**src/rtl/ram_arbiter_pkg.sv**
```systemverilog
// ---------------------------------------------------------------------------
// ram_arbiter_pkg
// Shared types and constants for the main-RAM arbiter.
//   - RAM geometry: RAM_DEPTH 32-bit words, AW word-address bits.
//   - Cache line: BLK_SIZE bits, RAM_LINE_BYTES byte strobes.
//   - ram_arb_state_e : arbiter FSM states.
//   - ram_port_e      : requester identity (data cache / instruction cache).
//   - ram_req_t       : latched request (address, direction, data, strobes).
// Optional feature macro used by this slice: RAM_ARB_RR_EN (round-robin).
// ---------------------------------------------------------------------------
package ram_arbiter_pkg;

  localparam int RAM_DEPTH      = 32768;
  localparam int AW             = $clog2(RAM_DEPTH);
  localparam int BLK_SIZE       = 128;
  localparam int LINE_W         = BLK_SIZE;
  localparam int ADDR_W         = 32;
  localparam int RAM_LINE_BYTES = BLK_SIZE / 8;
  // Byte-offset bits inside one cache line; these address bits never reach the RAM.
  localparam int LINE_OFF_W     = $clog2(RAM_LINE_BYTES);

  typedef enum logic [1:0] {
    IDLE  = 2'd0,
    ISSUE = 2'd1,
    WAIT  = 2'd2,
    RESP  = 2'd3
  } ram_arb_state_e;

  typedef enum logic {
    PORT_D = 1'b0,
    PORT_I = 1'b1
  } ram_port_e;

  typedef struct packed {
    logic [ADDR_W-1:0]         addr;
    logic                      we;
    logic [LINE_W-1:0]         wdata;
    logic [RAM_LINE_BYTES-1:0] wstrb;
  } ram_req_t;

endpackage

```
**src/rtl/ram_arbiter_if.sv**
```systemverilog
// ---------------------------------------------------------------------------
// ram_arbiter_if
// Bundles every bus signal of the arbiter: the data-cache port (D), the
// instruction-cache port (I), the prog-mode hold, the RAM command/read-data
// path and the busy flag. Signal suffixes give direction as seen by the
// arbiter (_i into it, _o out of it).
//   modport slave  : the arbiter side.
//   modport master : the surrounding system (caches, RAM wrapper, programmer).
// ---------------------------------------------------------------------------
interface ram_arbiter_if;
  import ram_arbiter_pkg::*;

  // Port D: data cache refill reads and writebacks
  logic                      d_req_valid_i;
  logic                      d_req_ready_o;
  logic [ADDR_W-1:0]         d_req_addr_i;
  logic                      d_req_we_i;
  logic [LINE_W-1:0]         d_req_wdata_i;
  logic [RAM_LINE_BYTES-1:0] d_req_wstrb_i;
  logic                      d_rsp_valid_o;
  logic                      d_rsp_ready_i;
  logic [LINE_W-1:0]         d_rsp_rdata_o;

  // Port I: instruction cache refill reads
  logic                      i_req_valid_i;
  logic                      i_req_ready_o;
  logic [ADDR_W-1:0]         i_req_addr_i;
  logic                      i_rsp_valid_o;
  logic                      i_rsp_ready_i;
  logic [LINE_W-1:0]         i_rsp_rdata_o;

  // Prog-mode hold from the UART programmer
  logic                      hold_i;

  // RAM wrapper command and read data
  logic [AW-1:0]             ram_addr_o;
  logic [LINE_W-1:0]         ram_wdata_o;
  logic [RAM_LINE_BYTES-1:0] ram_wstrb_o;
  logic                      ram_rd_en_o;
  logic [LINE_W-1:0]         ram_rdata_i;

  logic                      busy_o;

  modport slave (
    input  d_req_valid_i, d_req_addr_i, d_req_we_i, d_req_wdata_i, d_req_wstrb_i,
    input  d_rsp_ready_i,
    output d_req_ready_o, d_rsp_valid_o, d_rsp_rdata_o,
    input  i_req_valid_i, i_req_addr_i, i_rsp_ready_i,
    output i_req_ready_o, i_rsp_valid_o, i_rsp_rdata_o,
    input  hold_i,
    output ram_addr_o, ram_wdata_o, ram_wstrb_o, ram_rd_en_o,
    input  ram_rdata_i,
    output busy_o
  );

  modport master (
    output d_req_valid_i, d_req_addr_i, d_req_we_i, d_req_wdata_i, d_req_wstrb_i,
    output d_rsp_ready_i,
    input  d_req_ready_o, d_rsp_valid_o, d_rsp_rdata_o,
    output i_req_valid_i, i_req_addr_i, i_rsp_ready_i,
    input  i_req_ready_o, i_rsp_valid_o, i_rsp_rdata_o,
    output hold_i,
    input  ram_addr_o, ram_wdata_o, ram_wstrb_o, ram_rd_en_o,
    output ram_rdata_i,
    input  busy_o
  );

endinterface

```
**src/rtl/ram_arb_grant.sv**
```systemverilog
// ---------------------------------------------------------------------------
// ram_arb_grant
// Combinational one-hot grant between the D and I requesters.
//   i_d_valid / i_i_valid : requests already qualified by "arbiter may grant".
//   o_gnt_d / o_gnt_i     : at most one high.
// Default build: fixed priority, D over I; no state.
// With RAM_ARB_RR_EN defined: a 1-bit pointer names the preferred port on
// contention and moves to the non-granted port on every accepted grant
// (i_take). Extra ports i_clk / i_rst / i_take exist only in that build.
// ---------------------------------------------------------------------------
module ram_arb_grant
  import ram_arbiter_pkg::*;
(
`ifdef RAM_ARB_RR_EN
  input  logic i_clk,
  input  logic i_rst,
  input  logic i_take,
`endif
  input  logic i_d_valid,
  input  logic i_i_valid,
  output logic o_gnt_d,
  output logic o_gnt_i
);

`ifdef RAM_ARB_RR_EN
  ram_port_e r_ptr;

  always_comb begin
    // NOTE: every output of a combinational block gets a default first;
    // a path that leaves one unassigned would infer a latch.
    o_gnt_d = 1'b0;
    o_gnt_i = 1'b0;
    if (i_d_valid && i_i_valid) begin
      // Pointer only matters on contention.
      if (r_ptr == PORT_D) o_gnt_d = 1'b1;
      else                 o_gnt_i = 1'b1;
    end else begin
      o_gnt_d = i_d_valid;
      o_gnt_i = i_i_valid;
    end
  end

  always_ff @(posedge i_clk or posedge i_rst) begin
    if (i_rst) begin
      r_ptr <= PORT_D;
    end else if (i_take) begin
      r_ptr <= o_gnt_d ? PORT_I : PORT_D;
    end
  end
`else
  assign o_gnt_d = i_d_valid;
  assign o_gnt_i = i_i_valid && !i_d_valid;
`endif

endmodule

```
**src/rtl/ram_arbiter.sv**
```systemverilog
// ---------------------------------------------------------------------------
// ram_arbiter
// Shares the single-port, line-wide main RAM between the data cache (D:
// reads and writebacks) and the instruction cache (I: reads only).
// One transaction at a time: IDLE -> ISSUE -> (WAIT for reads) -> RESP.
//   clk_i : system clock
//   rst_i : asynchronous active-high reset; an in-flight transaction is dropped
//   bus   : ram_arbiter_if.slave -- D/I request+response handshakes, hold_i
//           (no new grants while high), RAM command/read data, busy_o.
// Read latency from accept cycle T: rsp_valid at T+3; write ack at T+2.
// Arbitration: fixed D-over-I; round-robin when RAM_ARB_RR_EN is defined.
// ---------------------------------------------------------------------------
module ram_arbiter
  import ram_arbiter_pkg::*;
(
  input logic          clk_i,
  input logic          rst_i,
  ram_arbiter_if.slave bus
);

  ram_arb_state_e    r_state;
  ram_arb_state_e    w_state_nxt;
  ram_req_t          r_req;
  ram_port_e         r_owner;
  logic [LINE_W-1:0] r_rdata;

  logic w_open;
  logic w_gnt_d;
  logic w_gnt_i;
  logic w_accept;
  logic w_rsp_ready;
  logic w_rsp_hs;
  logic w_unused_addr;

  // Grants are only offered from IDLE with hold low; the reset term keeps the
  // combinational readies at 0 while reset is asserted.
  assign w_open   = (r_state == IDLE) && !bus.hold_i && !rst_i;
  assign w_accept = w_gnt_d || w_gnt_i;

  ram_arb_grant u_grant (
`ifdef RAM_ARB_RR_EN
    .i_clk     (clk_i),
    .i_rst     (rst_i),
    .i_take    (w_accept),
`endif
    .i_d_valid (bus.d_req_valid_i && w_open),
    .i_i_valid (bus.i_req_valid_i && w_open),
    .o_gnt_d   (w_gnt_d),
    .o_gnt_i   (w_gnt_i)
  );

  // A grant is only raised on a valid request, so ready doubles as handshake.
  assign bus.d_req_ready_o = w_gnt_d;
  assign bus.i_req_ready_o = w_gnt_i;

  assign w_rsp_ready = (r_owner == PORT_D) ? bus.d_rsp_ready_i : bus.i_rsp_ready_i;
  assign w_rsp_hs    = (r_state == RESP) && w_rsp_ready;

  // ---------------- FSM ----------------
  always_ff @(posedge clk_i or posedge rst_i) begin
    // NOTE: sequential state uses non-blocking assignments so every register
    // samples pre-edge values regardless of process ordering.
    if (rst_i) r_state <= IDLE;
    else       r_state <= w_state_nxt;
  end

  always_comb begin
    w_state_nxt = r_state;
    unique case (r_state)
      IDLE:    if (w_accept) w_state_nxt = ISSUE;
      // Writes have nothing to wait for; reads need the RAM's registered cycle.
      ISSUE:   w_state_nxt = r_req.we ? RESP : WAIT;
      WAIT:    w_state_nxt = RESP;
      RESP:    if (w_rsp_hs) w_state_nxt = IDLE;
      default: w_state_nxt = IDLE;
    endcase
  end

  // ---------------- Request latch and response register ----------------
  always_ff @(posedge clk_i or posedge rst_i) begin
    if (rst_i) begin
      // NOTE: the datapath registers are reset too (not just the FSM) because
      // they feed the RAM and response outputs, which must read 0 in reset.
      r_req   <= '0;
      r_owner <= PORT_D;
      r_rdata <= '0;
    end else begin
      if (w_gnt_d) begin
        r_owner <= PORT_D;
        r_req   <= '{addr:  bus.d_req_addr_i,
                     we:    bus.d_req_we_i,
                     wdata: bus.d_req_wdata_i,
                     wstrb: bus.d_req_wstrb_i};
      end else if (w_gnt_i) begin
        // The I port is read-only: no data, no strobes.
        r_owner <= PORT_I;
        r_req   <= '{addr:  bus.i_req_addr_i,
                     we:    1'b0,
                     wdata: '0,
                     wstrb: '0};
      end

      if (r_state == ISSUE && r_req.we) r_rdata <= '0;
      if (r_state == WAIT)              r_rdata <= bus.ram_rdata_i;
    end
  end

  // ---------------- RAM command ----------------
  // Word address of the line; the two word-in-line bits are always zero.
  assign bus.ram_addr_o  = {r_req.addr[AW+1:LINE_OFF_W], 2'b00};
  assign bus.ram_wdata_o = r_req.wdata;
  assign bus.ram_rd_en_o = (r_state == ISSUE) && !r_req.we;
  assign bus.ram_wstrb_o = (r_state == ISSUE && r_req.we) ? r_req.wstrb : '0;

  // Byte offset and bits above the RAM range are not part of the RAM address.
  assign w_unused_addr = ^{r_req.addr[ADDR_W-1:AW+2], r_req.addr[LINE_OFF_W-1:0]};

  // ---------------- Responses ----------------
  assign bus.d_rsp_valid_o = (r_state == RESP) && (r_owner == PORT_D);
  assign bus.i_rsp_valid_o = (r_state == RESP) && (r_owner == PORT_I);
  assign bus.d_rsp_rdata_o = (r_owner == PORT_D) ? r_rdata : '0;
  assign bus.i_rsp_rdata_o = (r_owner == PORT_I) ? r_rdata : '0;

  assign bus.busy_o = (r_state != IDLE);

endmodule

```
**src/flat_wrapper.sv**
```systemverilog
// flat-port wrapper written by rule: the top's interface ports become plain ports
module ram_arbiter_flat import ram_arbiter_pkg::*;
  (clk_i, rst_i, bus_d_req_valid_i, bus_d_req_addr_i, bus_d_req_we_i, bus_d_req_wdata_i, bus_d_req_wstrb_i, bus_d_rsp_ready_i, bus_d_req_ready_o, bus_d_rsp_valid_o, bus_d_rsp_rdata_o, bus_i_req_valid_i, bus_i_req_addr_i, bus_i_rsp_ready_i, bus_i_req_ready_o, bus_i_rsp_valid_o, bus_i_rsp_rdata_o, bus_hold_i, bus_ram_addr_o, bus_ram_wdata_o, bus_ram_wstrb_o, bus_ram_rd_en_o, bus_ram_rdata_i, bus_busy_o);
  ram_arbiter_if bus_i ();
  input logic clk_i;
  input logic rst_i;
  input wire logic [$bits(bus_i.d_req_valid_i)-1:0] bus_d_req_valid_i;
  input wire logic [$bits(bus_i.d_req_addr_i)-1:0] bus_d_req_addr_i;
  input wire logic [$bits(bus_i.d_req_we_i)-1:0] bus_d_req_we_i;
  input wire logic [$bits(bus_i.d_req_wdata_i)-1:0] bus_d_req_wdata_i;
  input wire logic [$bits(bus_i.d_req_wstrb_i)-1:0] bus_d_req_wstrb_i;
  input wire logic [$bits(bus_i.d_rsp_ready_i)-1:0] bus_d_rsp_ready_i;
  output wire logic [$bits(bus_i.d_req_ready_o)-1:0] bus_d_req_ready_o;
  output wire logic [$bits(bus_i.d_rsp_valid_o)-1:0] bus_d_rsp_valid_o;
  output wire logic [$bits(bus_i.d_rsp_rdata_o)-1:0] bus_d_rsp_rdata_o;
  input wire logic [$bits(bus_i.i_req_valid_i)-1:0] bus_i_req_valid_i;
  input wire logic [$bits(bus_i.i_req_addr_i)-1:0] bus_i_req_addr_i;
  input wire logic [$bits(bus_i.i_rsp_ready_i)-1:0] bus_i_rsp_ready_i;
  output wire logic [$bits(bus_i.i_req_ready_o)-1:0] bus_i_req_ready_o;
  output wire logic [$bits(bus_i.i_rsp_valid_o)-1:0] bus_i_rsp_valid_o;
  output wire logic [$bits(bus_i.i_rsp_rdata_o)-1:0] bus_i_rsp_rdata_o;
  input wire logic [$bits(bus_i.hold_i)-1:0] bus_hold_i;
  output wire logic [$bits(bus_i.ram_addr_o)-1:0] bus_ram_addr_o;
  output wire logic [$bits(bus_i.ram_wdata_o)-1:0] bus_ram_wdata_o;
  output wire logic [$bits(bus_i.ram_wstrb_o)-1:0] bus_ram_wstrb_o;
  output wire logic [$bits(bus_i.ram_rd_en_o)-1:0] bus_ram_rd_en_o;
  input wire logic [$bits(bus_i.ram_rdata_i)-1:0] bus_ram_rdata_i;
  output wire logic [$bits(bus_i.busy_o)-1:0] bus_busy_o;
  assign bus_i.d_req_valid_i = bus_d_req_valid_i;
  assign bus_i.d_req_addr_i = bus_d_req_addr_i;
  assign bus_i.d_req_we_i = bus_d_req_we_i;
  assign bus_i.d_req_wdata_i = bus_d_req_wdata_i;
  assign bus_i.d_req_wstrb_i = bus_d_req_wstrb_i;
  assign bus_i.d_rsp_ready_i = bus_d_rsp_ready_i;
  assign bus_d_req_ready_o = bus_i.d_req_ready_o;
  assign bus_d_rsp_valid_o = bus_i.d_rsp_valid_o;
  assign bus_d_rsp_rdata_o = bus_i.d_rsp_rdata_o;
  assign bus_i.i_req_valid_i = bus_i_req_valid_i;
  assign bus_i.i_req_addr_i = bus_i_req_addr_i;
  assign bus_i.i_rsp_ready_i = bus_i_rsp_ready_i;
  assign bus_i_req_ready_o = bus_i.i_req_ready_o;
  assign bus_i_rsp_valid_o = bus_i.i_rsp_valid_o;
  assign bus_i_rsp_rdata_o = bus_i.i_rsp_rdata_o;
  assign bus_i.hold_i = bus_hold_i;
  assign bus_ram_addr_o = bus_i.ram_addr_o;
  assign bus_ram_wdata_o = bus_i.ram_wdata_o;
  assign bus_ram_wstrb_o = bus_i.ram_wstrb_o;
  assign bus_ram_rd_en_o = bus_i.ram_rd_en_o;
  assign bus_i.ram_rdata_i = bus_ram_rdata_i;
  assign bus_busy_o = bus_i.busy_o;
  ram_arbiter u_core (.clk_i(clk_i), .rst_i(rst_i), .bus(bus_i));
endmodule
```
**config.mk**
```make
export PLATFORM = sky130hd
export DESIGN_NAME = ram_arbiter_flat
export DESIGN_NICKNAME = d
export VERILOG_FILES = /design/src/rtl/ram_arbiter_pkg.sv /design/src/rtl/ram_arbiter_if.sv /design/src/rtl/ram_arb_grant.sv /design/src/rtl/ram_arbiter.sv /design/src/flat_wrapper.sv
export SDC_FILE = /design/constraint.sdc
export NUM_CORES = 1
export LEC_CHECK = 0
export ABC_CLOCK_PERIOD_IN_PS = 25900
export CORE_AREA = 3 3 293 295
export DETAILED_ROUTE_END_ITERATION = 12
export DIE_AREA = 0 0 296 298
export PLACE_DENSITY = 0.48
export REMOVE_ABC_BUFFERS = 1
export SYNTH_ARGS = -nofsm -noshare
export SYNTH_HDL_FRONTEND = slang
export SYNTH_SLANG_ARGS = --single-unit
```
**constraint.sdc**
```tcl
create_clock -name clk_i -period 25.9 [get_ports clk_i]
set_input_delay 3.885 -clock clk_i [delete_from_list [all_inputs] [get_ports clk_i]]
set_output_delay 3.885 -clock clk_i [all_outputs]
set_load 0.01 [all_outputs]
```
==> results of run 1 <==
state kept, by name, indices dropped and copies added, names as in the netlist:
register,cells
u_core.bus.ram_wdata_o,128
u_core.r_rdata,128
u_core.r_req,17
u_core.bus.ram_addr_o,13
u_core.r_state,2
u_core.r_owner,1
where the power goes:
part	internal (uW)	switching (uW)	leakage (uW)	total [uW]
registers	648	156	0.00366	804
logic	672	561	0.00513	1230
clock network	311	203	0.000578	514
total	1630	919	0.00937	2550
how the worst max path moves through the flow:
stage                                                       end  slack, ns  cells past startpoint  start
after floorplan           u_core.bus.ram_addr_o[10]$_DFFE_PP0P_      14.04                      1  rst_i
after global routing                          bus_d_req_ready_o      15.63                      4  rst_i
final                                         bus_d_req_ready_o      15.72                      4  rst_i
after CTS                                     bus_d_req_ready_o      15.73                      4  rst_i
after global placement                        bus_d_req_ready_o      15.75                      4  rst_i
after detailed placement                      bus_d_req_ready_o      15.74                      4  rst_i
placed cells by master, fill, tap and decap left out, types with 15 or more instances in the layout:
cell | Yosys | final
clkdlybuf4s50_1 | 0 | 724
dfrtp_1 | 289 | 288
nand2_1 | 272 | 271
a22o_1 | 145 | 145
nor2b_1 | 130 | 130
and2_1 | 129 | 129
o21ai_0 | 110 | 110
clkbuf_16 | 0 | 37
o21ai_1 | 32 | 32
and3_1 | 16 | 16
mux2i_1 | 15 | 15
final cells by class:
| cell class | count | area (um2) | area share |
|---|---|---|---|
| Timing Repair Buffer | 737 | 7340 | 0.331 |
| Sequential cell | 289 | 7240 | 0.326 |
| Multi-Input combinational cell | 866 | 5050 | 0.227 |
| Tap cell | 1080 | 1350 | 0.0609 |
| Clock buffer | 56 | 1060 | 0.0476 |
| Clock inverter | 8 | 126 | 0.00569 |
| Inverter | 4 | 22.5 | 0.00101 |
| Antenna cell | 7 | 17.5 | 0.000789 |
routing by layer:
| layer | GRT usage | wire length (um) | vias up |
|---|---|---|---|
| met4 | 0.0293 | 866 | 10 |
| met1 | 0.134 | 21700 | 5491 |
| met2 | 0.228 | 29400 | 501 |
| li1 | - | - | 5588 |
| met3 | 0.0488 | 5660 | 57 |
| met5 | 0 | 69 | - |
stage by stage:
step	instances	hold WS [ns]	util	instance area [um2]	power, uW
6_report	3047	0.483	0.266	22200	2550
5_1_grt	3041	0.509	0.266	22200	2740
4_1_cts	3040	0.490	0.266	22200	2610
3_5_place_dp	2976	0.476	0.252	21000	2070
3_3_place_gp	2976	0.469	0.252	21000	2060
2_1_floorplan	1159	0.458	-	12300	1320
critical path, stage by stage:
cell and delay, ns:
clkdlybuf4s50_1 0.66, nor3b_4 0.38, and2_4 0.63, clkdlybuf4s50_1 0.68
logic make-up after synthesis:
| kind of cell | after synthesis | share of synthesized area |
|---|---|---|
| AND/OR/NAND/NOR | 553 | 0.200 |
| AO/OA/AOI/OAI | 290 | 0.144 |
| flip-flops | 289 | 0.520 |
| buffers and inverters | 258 | 0.119 |
| multiplexers | 16 | 0.0116 |
| adder cells (fa/ha/maj) | 5 | 0.00450 |
| other | 1 | 0.000269 |
==> results.yml, run 1 <==
status:
  status: "finished clean"
clocking:
  postCtsSetupRepairBufs: 0
  htree_num_levels: 2
  cts_resized: 0
  cts_sinks: 289
  clkLatencyLatePin_ns: 0.54
  cts_buffers: 37
  tritoncts: "yes"
  cts_root_buffer: "clkbuf_16"
  clk_pin_slew_ns: 0.06
  hold_buffers: 0
  clockBufferDepth: 3
sta:
  period_share: 0.393
  worst_slack_ns: 15.72
  clock_skew_ns: 0.0171
  rsz0062_at_grt: "no"
  fin_tns_setup_ns: 0
  max_freq_mhz: 98.2
  relSlewSlack: 0.278
  finalSetupViolCount: 0
  finalMaxSlewViolations: 0
  worst_pin_slew_ns: 1.08
  min_period_ns: 10.18
  hold_violations: 0
drt:
  first_iter_violations: 546
  wl_per_cell_um: 18.9
  post-route-drc-count: 0
  totalWireLength_um: 57700
  ant_nets: 0
  dr.pass1.iters: 5
  via_per_inst: 3.82
  via_count: 11600
grt:
  grt_pass1_wl_um: 83000
  grt_usage: 0.125
  grt_pass1_vias: 12100
  antenna_found_initial: 12
  grt_max_degree: 130
  grt-ovfl-total: 0
run:
  drv_cap: 0
synth:
  synth_edf_count: 0
  ys_warn_count: 0
  synth_largest_area_cell: "dfrtp_1"
  yosys-top-cells-area: "dfrtp_1 (52%), a22o_1 (9.1%), buf_4 (7.7%)"
  yosysTopAreaCellShare: 0.520
  yosysMostFrequentCell: "dfrtp_1"
  synth_ff_type: "dfrtp_1"
  synth_common_cells: "dfrtp_1 (289), nand2_1 (272), a22o_1 (145)"
  syn_avg_cell_area_um2: 9.86
  ys_types: 26
  async_flop_share: 1.00
  synth_cells: 1412
  syn_area_um2: 13900
  synth_seq_area_share: 0.520
  synth_seq_cells: 289
place:
  dp_slack_ns: 15.74
  io_buffers: 724
  place.detailed.hpwl_um: 44300
  place_congestion: 0.777
worst_hold_path:
  worstHoldPathType: "flop to flop"
  worstHoldPathCells: 2
  min_from: "u_core.bus.ram_addr_o[4]$_DFFE_PP0P_"
  min_to: "u_core.bus.ram_addr_o[4]$_DFFE_PP0P_"
finish:
  syn2layout_area_growth_pct: 59.5
  nets: 2284
  drive_gt1_frac: 0.0367
  fill_cells: 8834
floorplan:
  top_level_ports: 765
  dieHeight_um: 298
  die_w_um: 296
  rows: 106
  coreArea_um2: 83400
  initial_core_util: 0.167
  dieArea_um2: 88200
worst_setup_path:
  critPathMaxFanout: 58
  worst_ep_required_time_ns: 22.01
  start_kind: "input port"
  timing.rr.end: "u_core.r_rdata[78]$_DFFE_PP0P_"
  critPathKind: "input port to output port"
  rr_worst_depth: 7
  cp-end-kind: "output port"
  cp.arrival_ns: 6.30
  reg2reg_slack_ns: 22.39
  r2r_start: "u_core.r_state[0]$_DFFE_PP0P_"
power:
  vdd_drop_max_uv: 44.0
  leakage_uw: 0.00937
  powerDensity_nw_per_um2: 115
No activity file was read; power rests on OpenSTA's default activity.
==> inputs of run 2 (changes only) <==
- ABC_CLOCK_PERIOD_IN_PS: 25900 -> 8850
- PLACE_DENSITY: 0.48 -> 0.49
- clock period: 25.9 -> 8.85 ns (I/O delays scaled with it)
==> run 2 against run 1 <==
Effect of this change: final cell count decreased by 0.33%; critical endpoint unchanged; largest cell class unchanged; worst hold slack better by 0.00068 ns; clock power grew to 2.8 times the previous value; register-to-register slack worse by 17 ns; setup slack got worse by 11 ns; non-clock buffer count down 2; global-route usage about the same; clock skew is essentially flat; die area unchanged.
==> results.yml, run 2 (same netlist as run 1, synthesis figures left out) <==
status:
  status: "finished clean"
clocking:
  tritoncts: "yes"
  cts_resized: 0
  cts_root_buffer: "clkbuf_16"
  clkLatencyLatePin_ns: 0.54
  clk_pin_slew_ns: 0.06
  cts_buffers: 36
  htree_num_levels: 2
  hold_buffers: 0
  clockBufferDepth: 3
  postCtsSetupRepairBufs: 0
  cts_sinks: 289
sta:
  finalMaxSlewViolations: 0
  worst_slack_ns: 4.35
  clock_skew_ns: 0.0169
  period_share: 0.509
  whs_ns: 0.484
  hold_violations: 0
  relSlewSlack: 0.302
  min_period_ns: 4.50
  max_freq_mhz: 222
  fin_tns_setup_ns: 0
  worst_pin_slew_ns: 1.05
  finalSetupViolCount: 0
  rsz0062_at_grt: "no"
power:
  leakage_uw: 0.00933
  power_uw: 7390
  powerDensity_nw_per_um2: 334
  vdd_drop_max_uv: 200
finish:
  syn2layout_area_growth_pct: 59.1
  final_cell_mix: "clkdlybuf4s50_1 (724), dfrtp_1 (288), nand2_1 (271)"
  drive_gt1_frac: 0.0343
  final_common_cell: "clkdlybuf4s50_1"
  nets: 2281
  instances_no_fill: 3037
grt:
  grt_pass1_vias: 11900
  grt_pass1_wl_um: 82300
  grt_usage: 0.125
  grt-ovfl-total: 0
  grt_max_degree: 231
  antenna_found_initial: 19
place:
  io_buffers: 724
  dp_slack_ns: 4.33
  place.detailed.hpwl_um: 44500
  dp.cells: 2974
  place_congestion: 0.799
drt:
  post-route-drc-count: 0
  first_iter_violations: 455
  ant_nets: 0
  wl_per_cell_um: 19.0
  totalWireLength_um: 57800
  via_count: 11700
  via_per_inst: 3.84
  dr.pass1.iters: 4
worst_setup_path:
  reg2reg_slack_ns: 5.59
  cp-end-kind: "output port"
  critPathMaxStageDelay_ns: 0.64
  crit_chain: "clkdlybuf4s50_1 > nor3b_4 > and2_4 > clkdlybuf4s50_1"
  start_kind: "input port"
  crit_buf_inv: 2
  worst_ep_required_time_ns: 7.52
  critPathKind: "input port to output port"
  path_common_cell: "clkdlybuf4s50_1"
  crit_family: "buffers and inverters"
  critPathMaxFanout: 4
  cp.arrival_ns: 3.17
  cp_slowest_cell: "clkdlybuf4s50_1"
worst_hold_path:
  worstHoldPathType: "flop to flop"
floorplan:
  dieArea_um2: 88200
  die_w_um: 296
  initial_core_util: 0.167
  coreArea_um2: 83400
  rows: 106
  dieHeight_um: 298
  top_level_ports: 765
run:
  drv_cap: 0
-- run 2: cell count changes in the layout (fill, tap and decap cells not counted) --
cell	delta
buf_4	-5
clkbuf_1	-4
buf_12	+3
clkbuf_8	-3
bufinv_16	-1
clkinv_2	+1
clkinv_4	-1
clkinvlp_4	+1
diode_2	-1
-- run 2: area by class of cell --
class,instances,area [um2]
multi-input combinational,866,5050
clock inverter,8,100
tap,1080,1350
inverter,4,22.5
timing repair buffer,735,7370
sequential,289,7240
fill,8805,61300
antenna,6,15.0
clock buffer,49,1000
-- run 2: routing by layer --
layer | up-vias | part of all wire | GRT usage
met3 | 77 | 0.092 | 0.0440
met1 | 5495 | 0.38 | 0.137
met4 | 10 | 0.034 | 0.0439
li1 | 5573 | - | -
met5 | - | 0.0014 | 0
met2 | 518 | 0.49 | 0.221
-- run 2: final timing paths --
| kind | cells past startpoint | from | end |
|---|---|---|---|
| worst max register to register | 7 | u_core.r_state[0]$_DFFE_PP0P_ | u_core.bus.ram_wdata_o[123]$_DFFE_PP0P_ |
| worst max-delay path | 4 | rst_i | bus_d_req_ready_o |
| worst min-delay path | 2 | u_core.bus.ram_addr_o[3]$_DFFE_PP0P_ | u_core.bus.ram_addr_o[3]$_DFFE_PP0P_ |
| max in group asynchronous | 3 | rst_i | u_core.r_rdata[76]$_DFFE_PP0P_ |
| worst min register to register | 2 | u_core.bus.ram_addr_o[3]$_DFFE_PP0P_ | u_core.bus.ram_addr_o[3]$_DFFE_PP0P_ |
| min in group asynchronous | 2 | rst_i | u_core.bus.ram_addr_o[8]$_DFFE_PP0P_ |
-- run 2: worst min-delay path, cell delays in order, from the launching register on --
cell and delay [ns]:
dfrtp_1 0.34, nand2_1 0.05, o21ai_1 0.06
-- run 2: metrics by stage --
step | utilization | cell area, um2
finish | 0.265 | 22100
global route | 0.265 | 22100
CTS | 0.265 | 22100
detailed placement | 0.252 | 21000
global placement | 0.252 | 21000
floorplan | - | 12300
-- run 2: power by group --
part,switching (uW),internal (uW)
clock network,593,845
logic,1620,1970
registers,461,1900
total,2670,4710
